--- config.mk ---
export PLATFORM = sky130hd
export DESIGN_NAME = fifo_arb_ctrl
export DESIGN_NICKNAME = d
export VERILOG_FILES = /design/src/rtl/fifo_arb_ctrl.sv
export SDC_FILE = /design/constraint.sdc
export NUM_CORES = 1
export LEC_CHECK = 0
export ABC_CLOCK_PERIOD_IN_PS = 2500
export CAP_MARGIN = 25
export CORE_MARGIN = 4
export CORE_UTILIZATION = 31
export CTS_CLUSTER_SIZE = 8
export DETAILED_ROUTE_END_ITERATION = 8
export PLACE_DENSITY = 0.86
export SLEW_MARGIN = 30
export SYNTH_ARGS = -nofsm -noshare
export SYNTH_HDL_FRONTEND = slang
export SYNTH_SLANG_ARGS = --single-unit
--- constraint.sdc ---
create_clock -name clk -period 2.5 [get_ports clk]
set_input_delay 0.625 -clock clk [delete_from_list [all_inputs] [get_ports clk]]
set_output_delay 0.625 -clock clk [all_outputs]
set_load 0.02 [all_outputs]
--- src/rtl/fifo_arb_ctrl.sv ---
// Round-robin write arbiter and read sequencer sharing one synchronous FIFO between
// NREQ producers and a single valid/ready consumer.
module fifo_arb_ctrl #(
  parameter int unsigned NREQ   = 4,
  parameter int unsigned DATA_W = 8,
  parameter int unsigned DEPTH  = 16,
  parameter int unsigned CNT_W  = 5,
  localparam int unsigned IDX_W = (NREQ > 1) ? $clog2(NREQ) : 1
) (
  input  logic                     clk,
  input  logic                     rst,
  input  logic [NREQ-1:0]          req_valid,
  input  logic [NREQ*DATA_W-1:0]   req_data,
  output logic [NREQ-1:0]          req_ready,
  output logic                     fifo_wr_en,
  output logic [DATA_W-1:0]        fifo_data_in,
  input  logic                     fifo_full,
  input  logic                     fifo_empty,
  output logic                     fifo_rd_en,
  input  logic [DATA_W-1:0]        fifo_data_out,
  output logic                     out_valid,
  output logic [DATA_W-1:0]        out_data,
  input  logic                     out_ready,
  output logic [CNT_W-1:0]         occupancy,
  output logic [IDX_W-1:0]         last_grant
);

  localparam int unsigned SUM_W = IDX_W + 1;

  typedef enum logic [0:0] {StIdle, StValid} rd_state_e;

  rd_state_e        state_q, state_d;
  logic [IDX_W-1:0] rr_ptr_q, rr_ptr_d;
  logic [IDX_W-1:0] last_grant_q, last_grant_d;
  logic [CNT_W-1:0] occ_q, occ_d;
  logic [IDX_W-1:0] winner;
  logic             found;
  logic             wr_ok;
  logic             wr_fire;
  logic             rd_fire;

  // Scan offsets from the highest down so the nearest requester to rr_ptr wins last.
  always_comb begin : arb
    logic [SUM_W-1:0] cand;
    cand   = '0;
    winner = '0;
    found  = 1'b0;
    for (int unsigned k = NREQ; k > 0; k--) begin
      cand = {1'b0, rr_ptr_q} + SUM_W'(k - 1);
      if (cand >= SUM_W'(NREQ)) cand = cand - SUM_W'(NREQ);
      if (req_valid[cand[IDX_W-1:0]]) begin
        winner = cand[IDX_W-1:0];
        found  = 1'b1;
      end
    end
  end

  assign wr_ok   = (occ_q < CNT_W'(DEPTH)) & ~fifo_full;
  assign wr_fire = rst & wr_ok & found;
  assign rd_fire = rst & (occ_q != '0) & ~fifo_empty & ((state_q == StIdle) | out_ready);

  assign req_ready    = wr_fire ? (NREQ'(1) << winner) : '0;
  assign fifo_wr_en   = wr_fire;
  assign fifo_data_in = req_data[winner*DATA_W +: DATA_W];
  assign fifo_rd_en   = rd_fire;

  assign out_valid  = (state_q == StValid);
  assign out_data   = fifo_data_out;
  assign occupancy  = occ_q;
  assign last_grant = last_grant_q;

  always_comb begin
    state_d      = StIdle;
    rr_ptr_d     = rr_ptr_q;
    last_grant_d = last_grant_q;
    occ_d        = occ_q;

    if (rd_fire) begin
      state_d = StValid;
    end else if ((state_q == StValid) && !out_ready) begin
      state_d = StValid;
    end

    if (wr_fire) begin
      rr_ptr_d     = (winner == IDX_W'(NREQ - 1)) ? '0 : winner + 1'b1;
      last_grant_d = winner;
    end

    case ({wr_fire, rd_fire})
      2'b10:   occ_d = occ_q + 1'b1;
      2'b01:   occ_d = occ_q - 1'b1;
      default: occ_d = occ_q;
    endcase
  end

  always_ff @(posedge clk or negedge rst) begin
    if (!rst) begin
      state_q      <= StIdle;
      rr_ptr_q     <= '0;
      last_grant_q <= '0;
      occ_q        <= '0;
    end else begin
      state_q      <= state_d;
      rr_ptr_q     <= rr_ptr_d;
      last_grant_q <= last_grant_d;
      occ_q        <= occ_d;
    end
  end

endmodule

==> flow_summary.yaml <==
placed_design:
  dpl_cell_area_um2: 1800
  numPortBuffers: 62
  dpl.hpwl_um: 2740
  pre_cts_ws_ns: -0.858
  gp_congestion: 0.834
run:
  maxCapViolCount: 0
floorplan:
  fp.dieW_um: 66.3
  die_area_um2: 4400
  die_h_um: 66.3
  num_io_pins: 79
  core-area_um2: 3150
  rows: 20
  start_util_pct: 33.4
pwr:
  seq_power_share_pct: 17.5
  p_per_area_nw_per_um2: 948
  vdd_drop_max_mv: 0.446
  power.switching_mw: 0.758
  p_leak_nw: 0.921
  internal-power_mw: 1.04
  comb_power_share_pct: 74.3
  switching_share_pct: 42.2
  p_clk_share_pct: 8.1
sta:
  setup_slack_ns: -0.0286
  slew_headroom_pct: 81.4
  setup_viol: 6
  finalCritPeriodShare_pct: 101
  tns_ns: -0.0870
  tightest_slew_ns: 0.279
  rsz0062_at_grt: "yes"
  slew_violations: 0
  hold_violations: 0
  finalClockSkew_ns: 0.00341
  min_period_ns: 2.53
  whs_ns: 0.490
  max_freq_mhz: 395
cts:
  clock_path_buffers: 2
  ctsHtreeMaxLevel: 1
  clk_latency_ns: 0.27
  cts_tree: "done"
  cts_made_buffers: 3
  cts_root_buffer: "clkbuf_4"
  cts_hold_buf: 0
  path_clk_slew_ns: 0.07
  cts_sinks: 10
route:
  wl_per_cell_um: 14.3
  viasPerCell: 4.61
  vias: 1092
  wirelength_um: 3390
  drc: 0
  antenna_left: 0
  drtPass1Iterations: 3
  drtIter0Drc: 6
final_layout:
  antenna_cells: 0
  final_area_um2: 1890
  nets: 252
  syn_to_final_growth_pct: 79.8
  layout-drive-gt1-share_pct: 36.3
status:
  status: "finished with violations"
  violations: "setup timing"
critical_path:
  cp-start-kind: "flop"
  critical_path.top_delay_family: "compound AO/OA/AOI/OAI gates"
  cp-end-kind: "primary output"
  cpPeakStageDelay_ns: 0.41
  critPathKind: "reg -> out"
  critPathBufInv: 3
  crit_arrival_ns: 1.90
  crit_chain: "nor2_2, o21bai_1, a221oi_2, buf_4, inv_2, ha_2, and2_4, buf_6"
  critical_path_required_ns: 1.88
  startpoint: "rr_ptr_q[0]"
  path_max_fanout: 5
  r2r-start: "occupancy[4]"
  crit_slowest_cell: "dfrtp_1"
hold_path:
  min_path_type: "in -> async"
synthesis:
  ys_ff_latch: 10
  ys_types: 28
  avgSynthCellArea_um2: 9.24
  postSynthCellCount: 114
  ys_warn_count: 0
  ys_top_cells_by_area: "dfrtp_1 (24%), mux2i_1 (23%), ha_1 (9.5%), buf_4 (5.7%), buf_6 (4.3%)"
  synth_top_area_share_pct: 23.8
  synth_area_um2: 1050
  synth_area_leader_cell: "dfrtp_1"
  ys_seq_area_share_pct: 23.8
  syn_nets: 172
grt:
  grt_max_degree: 11
  grt_pass1_vias: 1160
  gr-usage-all-layers_pct: 15.8
  grt_first_pass_wirelength_um: 5310
  grt_antenna_before_repair: 0
  grt_overflow_total: 0
==> metal layers <==
metal / vias to the layer above / global-route usage [%] / routed length, µm
li1: 544 / - / -
met1: 514 / 17.1 / 1250
met2: 32 / 29.5 / 1940
met3: 2 / 4.76 / 178
met4: 0 / 3.81 / 19
met5: - / 0 / 0
==> path summary, 6_finish.rpt <==
path / slack (ns) / cells after the start / to
max: -0.03 / 8 / req_ready[0]
min: 0.49 / 3 / occupancy[1]
max reg2reg: 0.06 / 13 / occupancy[4]
min reg2reg: 0.51 / 2 / last_grant[1]
max in group asynchronous: 1.87 / 3 / occupancy[2]
min in group clk: 0.51 / 2 / last_grant[1]
==> final cells by class <==
class                           count  area, µm²
Sequential cell                    10        250
Inverter                           10       45.0
Multi-Input combinational cell     81        732
Tap cell                           44       55.1
Fill cell                         279       1260
Timing Repair Buffer               88        776
Clock buffer                        4       36.3
==> worst register-to-register path, stage by stage, from the launching register on <==
cell      delay (ns)
dfrtp_1         0.35
buf_4           0.13
nor4_1          0.04
nand2_1         0.08
nand3b_1        0.13
a21oi_4         0.17
ha_4            0.20
inv_4           0.05
fa_2            0.41
nor2b_4         0.13
o21ai_2         0.07
nand3_1         0.06
or3b_1          0.36
xnor2_1         0.13
==> flip-flops by register name, indices dropped and copies added (netlist names) <==
register / flops
out_valid: 1
last_grant: 2
occupancy: 5
rr_ptr_q: 2
==> cell usage in the layout (no fill, tap or decap), types with 2 or more instances in the layout <==
master,count
dfrtp_1,10
clkbuf_4,3
buf_4,26
ha_2,3
dlygate4sd2_1,4
a21oi_1,4
buf_2,9
xnor2_1,2
xor2_1,2
o21ai_0,6
ha_4,2
ha_1,3
mux2i_1,24
nand3_1,2
clkdlybuf4s50_1,40
buf_6,8
inv_2,3
nand2_1,10
inv_1,5
and2_4,3
==> power groups by stage <==
stage          sequential, mW  combinational [mW]  clock [mW]
3_5_place_dp            0.315                1.24           0
6_report                0.315                1.34       0.146
2_1_floorplan           0.378               0.656           0
4_1_cts                 0.310                1.30       0.151
5_1_grt                 0.330                1.45       0.161
3_3_place_gp            0.307                1.20           0
==> cells by family after synthesis <==
group / Yosys count / share of synthesized area (%)
xor+xnor: 4 / 3.33
mux: 25 / 24.2
fa+ha+maj: 9 / 11.4
simple gates: 27 / 13.7
buf+inv: 23 / 14.4
flops: 10 / 23.8
compound gates: 16 / 9.26
==> synth_stat cells <==
| cell type | number |
|---|---|
| mux2i_1 | 24 |
| dfrtp_1 | 10 |
| nand2_1 | 10 |
| inv_1 | 9 |
| buf_4 | 8 |
| ha_1 | 8 |
| o21ai_0 | 7 |
| a21oi_1 | 5 |
| and2_1 | 4 |
| buf_6 | 4 |
| nor2b_1 | 3 |
| nand3_1 | 2 |
| nor2_1 | 2 |
| nor4_1 | 2 |
| xnor2_1 | 2 |
| xor2_1 | 2 |
| a21o_1 | 1 |
| a221oi_2 | 1 |
| clkbuf_1 | 1 |
| clkinv_4 | 1 |
| fa_1 | 1 |
| mux2_4 | 1 |
| nand3b_1 | 1 |
| nand4_1 | 1 |
| o21bai_1 | 1 |
| o31ai_1 | 1 |
| or3b_1 | 1 |
| or4b_1 | 1 |
==> stage by stage <==
| stage | total power [mW] | util, % | std cells |
|---|---|---|---|
| 2_1_floorplan | 1.03 | - | 114 |
| 3_3_place_gp | 1.50 | 57.0 | 225 |
| 3_5_place_dp | 1.55 | 57.0 | 225 |
| 4_1_cts | 1.76 | 58.7 | 237 |
| 5_1_grt | 1.94 | 60.1 | 237 |
| 6_report | 1.80 | 60.1 | 237 |
==> what timing repair did <==
| action | CTS | global route |
|---|---|---|
| gates cloned | 2 | 0 |
| buffers inserted | 6 | 0 |
| setup endpoints to repair | 16 | 13 |
| pin swaps | 13 | 2 |
| gates resized for setup | 90 | 16 |
Power figures use the tool's default switching activity.
